### src/rtl/frame_pkg.sv
// Shared types and byte-update helpers for the USB return-path frame builder.
package frame_pkg;

  typedef enum logic [3:0] {
    S_IDLE,
    S_SOF1,
    S_SOF2,
    S_CMD,
    S_LENH,
    S_LENL,
    S_DATA,
    S_CHK,
    S_GAP
  } frame_state_e;

  localparam logic [7:0] SOF1_DEFAULT = 8'hAA;
  localparam logic [7:0] SOF2_DEFAULT = 8'h55;

  function automatic logic [7:0] csum_update(input logic [7:0] acc, input logic [7:0] data);
    return acc + data;
  endfunction

  // MSB-first CRC-8, polynomial x^8+x^2+x+1, one byte per call.
  function automatic logic [7:0] crc8_update(input logic [7:0] crc, input logic [7:0] data);
    logic [7:0] c;
    c = crc ^ data;
    for (int i = 0; i < 8; i++) begin
      c = c[7] ? ({c[6:0], 1'b0} ^ 8'h07) : {c[6:0], 1'b0};
    end
    return c;
  endfunction

endpackage

### src/rtl/frame_tx_buf.sv
// Payload store for one frame: bytes written in order at the fill count, read back
// through an incrementing read pointer; clear rewinds both for the next frame.
module frame_tx_buf #(
  parameter  int MAX_LEN = 256,
  localparam int LEN_W   = $clog2(MAX_LEN + 1),
  localparam int ADDR_W  = (MAX_LEN > 1) ? $clog2(MAX_LEN) : 1
) (
  input  logic              clk,
  input  logic              rst,
  input  logic              wr_en,
  input  logic [7:0]        wr_data,
  input  logic              rd_next,
  input  logic              clear,
  output logic [LEN_W-1:0]  count,
  output logic [ADDR_W-1:0] rd_ptr,
  output logic [7:0]        rd_data
);

  logic [7:0]        mem_q [MAX_LEN];
  logic [LEN_W-1:0]  count_q, count_d;
  logic [ADDR_W-1:0] rd_ptr_q, rd_ptr_d;

  // NOTE: the storage array has no reset; only count and pointer define what is valid.
  always_ff @(posedge clk) begin
    if (wr_en) mem_q[count_q[ADDR_W-1:0]] <= wr_data;
  end

  always_comb begin
    count_d  = count_q;
    rd_ptr_d = rd_ptr_q;
    if (clear) begin
      count_d  = '0;
      rd_ptr_d = '0;
    end else begin
      if (wr_en)   count_d  = count_q + 1'b1;
      if (rd_next) rd_ptr_d = rd_ptr_q + 1'b1;
    end
  end

  // NOTE: state registers use non-blocking assignment so every flop samples pre-edge values.
  always_ff @(posedge clk or posedge rst) begin
    if (rst) begin
      count_q  <= '0;
      rd_ptr_q <= '0;
    end else begin
      count_q  <= count_d;
      rd_ptr_q <= rd_ptr_d;
    end
  end

  assign count   = count_q;
  assign rd_ptr  = rd_ptr_q;
  assign rd_data = mem_q[rd_ptr_q];

endmodule

### src/rtl/usb_frame_tx.sv
// Frame builder: buffers a payload, then emits SOF1 SOF2 CMD LEN_H LEN_L DATA.. CHK.
// Define FRAME_TX_CRC8_EN to make CHK a CRC-8 instead of the 8-bit additive sum.
module usb_frame_tx
  import frame_pkg::*;
#(
  parameter int         MAX_LEN    = 256,
  parameter logic [7:0] SOF1       = SOF1_DEFAULT,
  parameter logic [7:0] SOF2       = SOF2_DEFAULT,
  parameter int         GAP_CYCLES = 0
) (
  input  logic       clk,
  input  logic       rst,
  input  logic [7:0] pl_data,
  input  logic       pl_valid,
  output logic       pl_ready,
  input  logic [7:0] cmd,
  input  logic       cmd_valid,
  output logic       cmd_ready,
  output logic [7:0] out_data,
  output logic       out_valid,
  input  logic       out_ready,
  output logic       busy,
  output logic       frame_done
);

  localparam int LEN_W  = $clog2(MAX_LEN + 1);
  localparam int ADDR_W = (MAX_LEN > 1) ? $clog2(MAX_LEN) : 1;
  localparam int GAP_W  = (GAP_CYCLES > 1) ? $clog2(GAP_CYCLES) : 1;
  localparam logic [LEN_W-1:0] MAX_CNT  = LEN_W'(MAX_LEN);
  localparam logic [GAP_W-1:0] GAP_LAST = GAP_W'(GAP_CYCLES - 1);

`ifdef FRAME_TX_CRC8_EN
  function automatic logic [7:0] chk_step(input logic [7:0] acc, input logic [7:0] data);
    return crc8_update(acc, data);
  endfunction
`else
  function automatic logic [7:0] chk_step(input logic [7:0] acc, input logic [7:0] data);
    return csum_update(acc, data);
  endfunction
`endif

  frame_state_e      state_q, state_d, ret_q, ret_d, nxt_state;
  logic [7:0]        cmd_q, cmd_d;
  logic [15:0]       len_q, len_d;
  logic [7:0]        chk_q, chk_d;
  logic [GAP_W-1:0]  gap_q, gap_d;

  logic              buf_wr, buf_rd_next, buf_clear;
  logic [LEN_W-1:0]  buf_count;
  logic [ADDR_W-1:0] buf_rd_ptr;
  logic [7:0]        buf_rd_data;
  logic              hs, last_data;

  frame_tx_buf #(.MAX_LEN(MAX_LEN)) u_buf (
    .clk     (clk),
    .rst     (rst),
    .wr_en   (buf_wr),
    .wr_data (pl_data),
    .rd_next (buf_rd_next),
    .clear   (buf_clear),
    .count   (buf_count),
    .rd_ptr  (buf_rd_ptr),
    .rd_data (buf_rd_data)
  );

  assign last_data = (16'(buf_rd_ptr) + 16'd1) == len_q;

  // NOTE: every combinational output gets a default first so no path can infer a latch.
  always_comb begin
    state_d     = state_q;
    ret_d       = ret_q;
    cmd_d       = cmd_q;
    len_d       = len_q;
    chk_d       = chk_q;
    gap_d       = gap_q;
    nxt_state   = S_IDLE;
    pl_ready    = 1'b0;
    cmd_ready   = 1'b0;
    out_valid   = 1'b0;
    out_data    = 8'h00;
    frame_done  = 1'b0;
    buf_wr      = 1'b0;
    buf_rd_next = 1'b0;
    buf_clear   = 1'b0;
    hs          = 1'b0;

    case (state_q)
      S_IDLE: begin
        pl_ready  = buf_count < MAX_CNT;
        cmd_ready = 1'b1;
        buf_wr    = pl_valid && pl_ready;
        if (cmd_valid) begin
          // A payload byte accepted in the same cycle belongs to this frame.
          cmd_d   = cmd;
          len_d   = 16'(buf_count) + 16'(buf_wr);
          chk_d   = 8'h00;
          state_d = S_SOF1;
        end
      end
      S_SOF1: begin out_valid = 1'b1; out_data = SOF1;        nxt_state = S_SOF2; end
      S_SOF2: begin out_valid = 1'b1; out_data = SOF2;        nxt_state = S_CMD;  end
      S_CMD:  begin out_valid = 1'b1; out_data = cmd_q;       nxt_state = S_LENH; end
      S_LENH: begin out_valid = 1'b1; out_data = len_q[15:8]; nxt_state = S_LENL; end
      S_LENL: begin
        out_valid = 1'b1;
        out_data  = len_q[7:0];
        nxt_state = (len_q == 16'd0) ? S_CHK : S_DATA;
      end
      S_DATA: begin
        out_valid   = 1'b1;
        out_data    = buf_rd_data;
        nxt_state   = last_data ? S_CHK : S_DATA;
        buf_rd_next = out_ready;
      end
      S_CHK: begin
        out_valid  = 1'b1;
        out_data   = chk_q;
        nxt_state  = S_IDLE;
        frame_done = out_ready;
        buf_clear  = out_ready;
      end
      S_GAP: begin
        if (gap_q == GAP_LAST) state_d = ret_q;
        else                   gap_d   = gap_q + 1'b1;
      end
      default: state_d = S_IDLE;
    endcase

    hs = out_valid && out_ready;
    if (hs) begin
      if (state_q inside {S_CMD, S_LENH, S_LENL, S_DATA}) chk_d = chk_step(chk_q, out_data);
      if (GAP_CYCLES > 0) begin
        state_d = S_GAP;
        ret_d   = nxt_state;
        gap_d   = '0;
      end else begin
        state_d = nxt_state;
      end
    end

    // The trailing gap after CHK is not part of the frame for busy.
    busy = (state_q != S_IDLE) && !(state_q == S_GAP && ret_q == S_IDLE);
  end

  always_ff @(posedge clk or posedge rst) begin
    if (rst) begin
      state_q <= S_IDLE;
      ret_q   <= S_IDLE;
      cmd_q   <= 8'h00;
      len_q   <= 16'h0000;
      chk_q   <= 8'h00;
      gap_q   <= '0;
    end else begin
      state_q <= state_d;
      ret_q   <= ret_d;
      cmd_q   <= cmd_d;
      len_q   <= len_d;
      chk_q   <= chk_d;
      gap_q   <= gap_d;
    end
  end

endmodule

### config.mk
export PLATFORM = sky130hd
export DESIGN_NAME = usb_frame_tx
export DESIGN_NICKNAME = d
export VERILOG_FILES = /design/src/rtl/frame_pkg.sv /design/src/rtl/frame_tx_buf.sv /design/src/rtl/usb_frame_tx.sv
export SDC_FILE = /design/constraint.sdc
export NUM_CORES = 2
export LEC_CHECK = 0
export ABC_CLOCK_PERIOD_IN_PS = 5300
export CELL_PAD_IN_SITES_DETAIL_PLACEMENT = 1
export CELL_PAD_IN_SITES_GLOBAL_PLACEMENT = 1
export CORE_ASPECT_RATIO = 0.75
export CORE_MARGIN = 2
export CORE_UTILIZATION = 40
export CTS_CLUSTER_DIAMETER = 80
export DETAILED_ROUTE_END_ITERATION = 10
export GPL_TIMING_DRIVEN = 0
export PLACE_DENSITY_LB_ADDON = 0.3
export REMOVE_ABC_BUFFERS = 1
export SYNTH_ARGS = -nofsm -noshare
export SYNTH_HDL_FRONTEND = slang
export SYNTH_SLANG_ARGS = --single-unit
### constraint.sdc
create_clock -name clk -period 5.3 [get_ports clk]
set_input_delay 0.53 -clock clk [delete_from_list [all_inputs] [get_ports clk]]
set_output_delay 0.53 -clock clk [all_outputs]
set_load 0.05 [all_outputs]
* Word-level counts from Yosys, hierarchy flattened *
Memory sizes are Yosys's and may differ from the RTL's.
Cells that the tools add are included.

operators by class
  reduce and logical (&&, ||, !) cells = 13
  eq/ne operators = 12
  $add $sub $neg = 6
  muxes and demuxes = 25
  magnitude comparators = 1

operators with widths
  operator             number
  $pmux 8 s7           1
  $mux 8               6
  $mux 9               2
  $pmux 3 s6           1
  $eq 4x3->1 const B   4
  $eq 9x16->1          1
  $logic_not 16->1     1
  $mux 4               3
  $pmux 4 s3           1
  $mux 1               11
  $add 9x1->10         1
  $add 8x1->9 const B  1
  $add 9x1->9 const B  1
  $lt 9x9->1 const B   1
  $add 8x1->8 const B  1
  $add 8x8->8          1
  $eq 4x2->1 const B   2
  $reduce_bool 4->1    2
  $reduce_or 7->1      1
  $ne 3x3->1 const B   2
  $eq 4x1->1 const B   1
  $eq 4x4->1 const B   1
  $logic_not 4->1      1
  $reduce_bool 2->1    2
  other kinds (6)      8

word-level totals
  logic and storage cells = 65
  register bits = 54
  memory bits (writable) = 2048
  memories kept = 1
  output and inout bits = 13

memories
  memory       depth  width  rd ports  clocked after Yosys merged registers in  wr ports  RTL line            source
  u_buf.mem_q  256    8      1         0                                        1         frame_tx_buf.sv:19  logic [7:0] mem_q [MAX_LEN];

* Longest topological paths before layout *
  depth in word-level cells = 6
  gate-level depth with buffers = 20
  gate-level depth less buffers = 16

* By module *
A second synthesis with hierarchy kept.

unflattened totals
  cell total of the unflattened synthesis = 4171
  area, all modules = 82750.6 µm²

by module, submodules not included
  module        instances  sequential area each (µm²)  area each (µm²)  cells an instance
  frame_tx_buf  1          61924.4                     80551.0          3902
  usb_frame_tx  1          725.7                       2199.6           269

* Least setup slack after synthesis *
OpenSTA, ideal clock, no wires.

  kind = register to register
  start = reg u_buf.rd_ptr_q[1] (netlist: u_buf.rd_ptr[1])
  end = reg chk_q[7]
  required time = 5221 ps
  arrival time = 5005 ps
  period minus slack after synthesis = 5084 ps
  path buffers = 5
  path slack = 216 ps
  stages on the path, launching flop included = 19
  path through = dfrtp_1 > buf_2 > buf_2 > buf_2 > buf_1 > buf_1 > mux4_2 > mux4_2 > mux4_2 > mux2i_1 > o21ai_1 > ha_1 > a21oi_1 > nor2b_1 > o21a_1 > o41ai_1 > o21ai_0 > a21oi_1 > mux2i_1

between the ends
  longest elaborated chain between the ends = 5

ends and longest elaborated chain
  item                      RTL line             source
  start: declaration        frame_tx_buf.sv:21   logic [ADDR_W-1:0] rd_ptr_q, rd_ptr_d;
  start signal: assignment  frame_tx_buf.sv:47   rd_ptr_q <= rd_ptr_d;
  $mem_v2 256x8             --
  $pmux 8 s7                usb_frame_tx.sv:87   case (state_q)
  net out_data[2]           usb_frame_tx.sv:19   output logic [7:0] out_data,
  $add 8x8->8               frame_pkg.sv:20      return acc + data;
  $mux 8                    usb_frame_tx.sv:131  if (state_q inside {S_CMD, S_LENH, S_LENL, S_DATA}) chk_d = chk_step(chk_q, out_data);
  $mux 8                    usb_frame_tx.sv:130  if (hs) begin
  net chk_d[7]              usb_frame_tx.sv:45   logic [7:0] chk_q, chk_d;
  end signal: assignment    usb_frame_tx.sv:158  chk_q <= chk_d;
  end: declaration          usb_frame_tx.sv:45

The timed path passes the listed nets, and every way through them passes these cells.
A chain may end at the register's enable or synchronous reset.

* Final worst setup path *
  start = reg u_buf.rd_ptr_q[0] (netlist: u_buf.rd_ptr[0])
  end = reg chk_q[7]

between the ends
  longest elaborated chain between the ends = 5

ends and longest elaborated chain
  item           RTL line
  $mem_v2 256x8  --
  $pmux 8 s7     usb_frame_tx.sv:87
  $add 8x8->8    frame_pkg.sv:20
  $mux 8         usb_frame_tx.sv:131
  $mux 8         usb_frame_tx.sv:130
  net chk_d[7]   usb_frame_tx.sv:45

The timed path passes the listed nets, and every way through them passes these cells.

==> impl_metrics.toml <==
[layout]
stdcell_count = 6665
seqCellArea_um2 = 62700
drive_gt1_frac = 0.288
nNetsFinal = 3852
n_fill_cell = 18100
area_of_combinational_cells_with_multiple_inputs_um2 = 18500
area.growth.synth_to_final_pct = 14.5
final_util = 0.462

[routing]
post-route-drc-count = 0
drt_first_iter_violations = 5091
detail_route.first_pass.iterations = 5
drt_wl_total_mm = 217
via_per_inst = 5.84
routed-via-count = 39000
wire_per_inst_um = 32.5
drt.antenna.violating_nets = 0

[worst_setup_path]
critical_path_required_ps = 6050
worst_path_largest_cell_delay_ps = 600
worst_setup_path_end_kind = "flip-flop"
crit_slowest_cell = "mux4_2"
crit_family = "multiplexers"
critPathBufInv = 5
cell_type_with_the_highest_occurrence_count_on_the_critical_path = "buf_16"
crit_path_start_kind = "flip-flop"
critical_path_arrival_ps = 6050
timing.reg2reg.setup_slack_ps = 0.1
cp_cell_sequence = "buf_16, buf_16, buf_16, buf_16, buf_16, mux4_2, mux4_2, mux4_2, mux2i_1, o22ai_2, or3_1, ha_2, a21o_1, a21oi_2, nor2b_1, o21a_1, o41ai_2, o21ai_1, a21oi_2, mux2i_1"
critPathMaxFanout = 10
timing.setup.critical_path_class = "flip-flop to flip-flop"

[clocking]
cts.clk_slew.worst_paths_ps = 60
clock_latency_on_the_worst_skew_pair_ps = 840
tritoncts.num_buffers = 191
ctsRootBufferMaster = "clkbuf_16"
cts_tree = "done"
cts.path.max_buffers = 3
cts.sinks = 2094
ctsHtreeMaxLevel = 4

[floorplan]
std_cell_rows = 143
fp.dieH_um = 396
io_pins = 34
fp.dieArea_um2 = 209000
die_x_um = 527
initial_utilization = 0.404
floorplan.core_area_um2 = 203000

[place]
number_of_placed_instances_with_taps_included = 6224
io_buffers = 33
place_congestion = 0.772
dp_hpwl_mm = 128

[pwr]
leakage_uw = 0.0283
vdd_ir_drop_max_uv = 374
power_density_nw_per_um2 = 475

[yosys]
synth_cell_type_count = 56
synthesis.yosys.warnings = 0
netlist_area_before_placement_um2 = 82000
postSynth.topFlopCell = "edfxtp_1"
number_of_standard_cells_after_synthesis = 3661
synth-async-reset-ratio = 0.0220
ys_ff_latch = 2094
synth_edf_count = 2048
syn_area_per_cell_um2 = 22.4
synth.yosys.seq_area_share = 0.764

[timing]
worst_clock_skew_ps = 41.0
worst_slew_pin_slew_ps = 1270
min_period_ps = 5300
rsz0062_at_grt = "true"
hold_violations = 0
final_min_period_over_clock_period = 1.00
hold_ws_ps = 144
finalSetupViolCount = 0
maxSlewViolCount = 0
worst_max_slew_margin_expressed_relative_to_the_limit = 0.153
max_clock_freq_mhz = 189

[grt]
antenna_found_initial = 12
grt_start_max_net_pins = 159
groute.usage.overall = 0.209
grt.overflow.total = 0
vias_in_the_first_global_route = 40000
global_route_wire_length_before_repair_mm = 311

[min_path]
hp-class = "primary input to flip-flop"

[run_status]
run_status = "finished clean"

[job]
drv_cap = 0
## synth_stat cells, types with 6 or more instances
library cell | instances | area share
edfxtp_1 | 2048 | 0.75
mux4_2 | 640 | 0.18
nor2_1 | 289 | 0.013
buf_2 | 84 | 0.0051
clkbuf_1 | 83 | 0.0038
nand2_1 | 72 | 0.0033
nand3_1 | 47 | 0.0029
dfrtp_1 | 46 | 0.014
mux2i_1 | 35 | 0.0043
buf_1 | 30 | 0.0014
o21ai_0 | 30 | 0.0018
mux2_2 | 26 | 0.0036
nor2b_1 | 20 | 0.0015
xor2_1 | 20 | 0.0021
a21oi_1 | 18 | 0.0011
ha_1 | 14 | 0.0021
a31oi_1 | 13 | 0.00099
inv_1 | 12 | 0.00055
xnor2_1 | 12 | 0.0013
buf_4 | 11 | 0.0010
o22ai_1 | 8 | 0.00061
and3_1 | 7 | 0.00053
nand2b_1 | 7 | 0.00053
nor3_1 | 7 | 0.00043
nand4_1 | 6 | 0.00046
## power breakdown
group | switching, uW | internal (uW)
registers | 233 | 18300
logic | 6340 | 6060
clock network | 6200 | 7420
total | 12800 | 31800
## stage by stage
step	power [uW]	setup WS [ps]	area (um^2)	TNS, ps
final	44600	0.137	93900	0
after global routing	46000	-110	93900	-284
after CTS	44700	-142	93600	-192
after detailed placement	29800	-1860	86400	-16770
after global placement	25400	-40510	84700	-
after floorplan	24800	-19930	81000	-403560
## final timing paths
| kind | to | depth (start not counted) | from |
|---|---|---|---|
| max | chk_q[7] | 20 | u_buf.rd_ptr[0] |
| min | u_buf.mem_q[46][2] | 1 | pl_data[2] |
| max reg2reg | chk_q[7] | 20 | u_buf.rd_ptr[0] |
| min reg2reg | chk_q[7] | 1 | chk_q[7] |
| max in group asynchronous | u_buf.rd_ptr[4] | 4 | rst |
| min in group asynchronous | chk_q[5] | 3 | rst |
## metal layers
metal	global-route usage	share of wire	vias up
met5	0	0	-
li1	-	-	15800
met1	0.317	0.44	21500
met2	0.308	0.46	1488
met4	0.0501	0.021	0
met3	0.0457	0.081	248
## kinds of logic (layout without fill, tap and decap cells)
family                   after synthesis  in the layout  synth area share
flip-flops                          2094           2094             0.764
multiplexers                         701            701             0.184
AND/OR/NAND/NOR                      478            478            0.0248
buffers and inverters                227            546            0.0128
AO/OA/AOI/OAI                        114            114           0.00888
XOR/XNOR                              32             32           0.00342
adder cells (fa/ha/maj)               15             15           0.00238
other                                  0              3                 0
## registers in the layout, summed over array words and instances (netlist names)
| name | cells |
|---|---|
| chk_q | 8 |
| state_q | 3 |
| len_q | 10 |
| cmd_q | 8 |
| u_buf.count | 9 |
| u_buf.rd_ptr | 8 |
| u_buf.mem_q | 2048 |
## cells in the final DEF, fill, tap and decap left out, types with 20 or more instances in the layout
master | netlist | routed
clkbuf_16 | 0 | 197
buf_16 | 0 | 56
xor2_1 | 20 | 20
o21ai_0 | 30 | 28
mux2i_1 | 35 | 33
mux4_2 | 640 | 640
dfrtp_1 | 46 | 39
nand2_1 | 72 | 66
clkbuf_1 | 83 | 38
clkinv_1 | 2 | 57
edfxtp_1 | 2048 | 2048
nand3_1 | 47 | 31
nor2_1 | 289 | 288
mux2_2 | 26 | 26
clkinv_2 | 0 | 33
buf_4 | 11 | 47
## final cells by class
type | count | area share
sequential | 2094 | 0.668
multi-input combinational | 1340 | 0.197
clock buffer | 242 | 0.0548
tap | 2682 | 0.0357
timing repair buffer | 175 | 0.0345
clock inverter | 115 | 0.00956
inverter | 14 | 0.000613
antenna | 3 | 0.0000800
## what timing repair did
item,4_1_cts,5_1_grt
buffers inserted,35,19
endpoints found under the setup margin,16,25
gates cloned,24,2
resized for setup,83,16
hold buffers,1,0
hold endpoints to repair,12,0
pin swaps,8,10
Power figures use the tool's default switching activity.
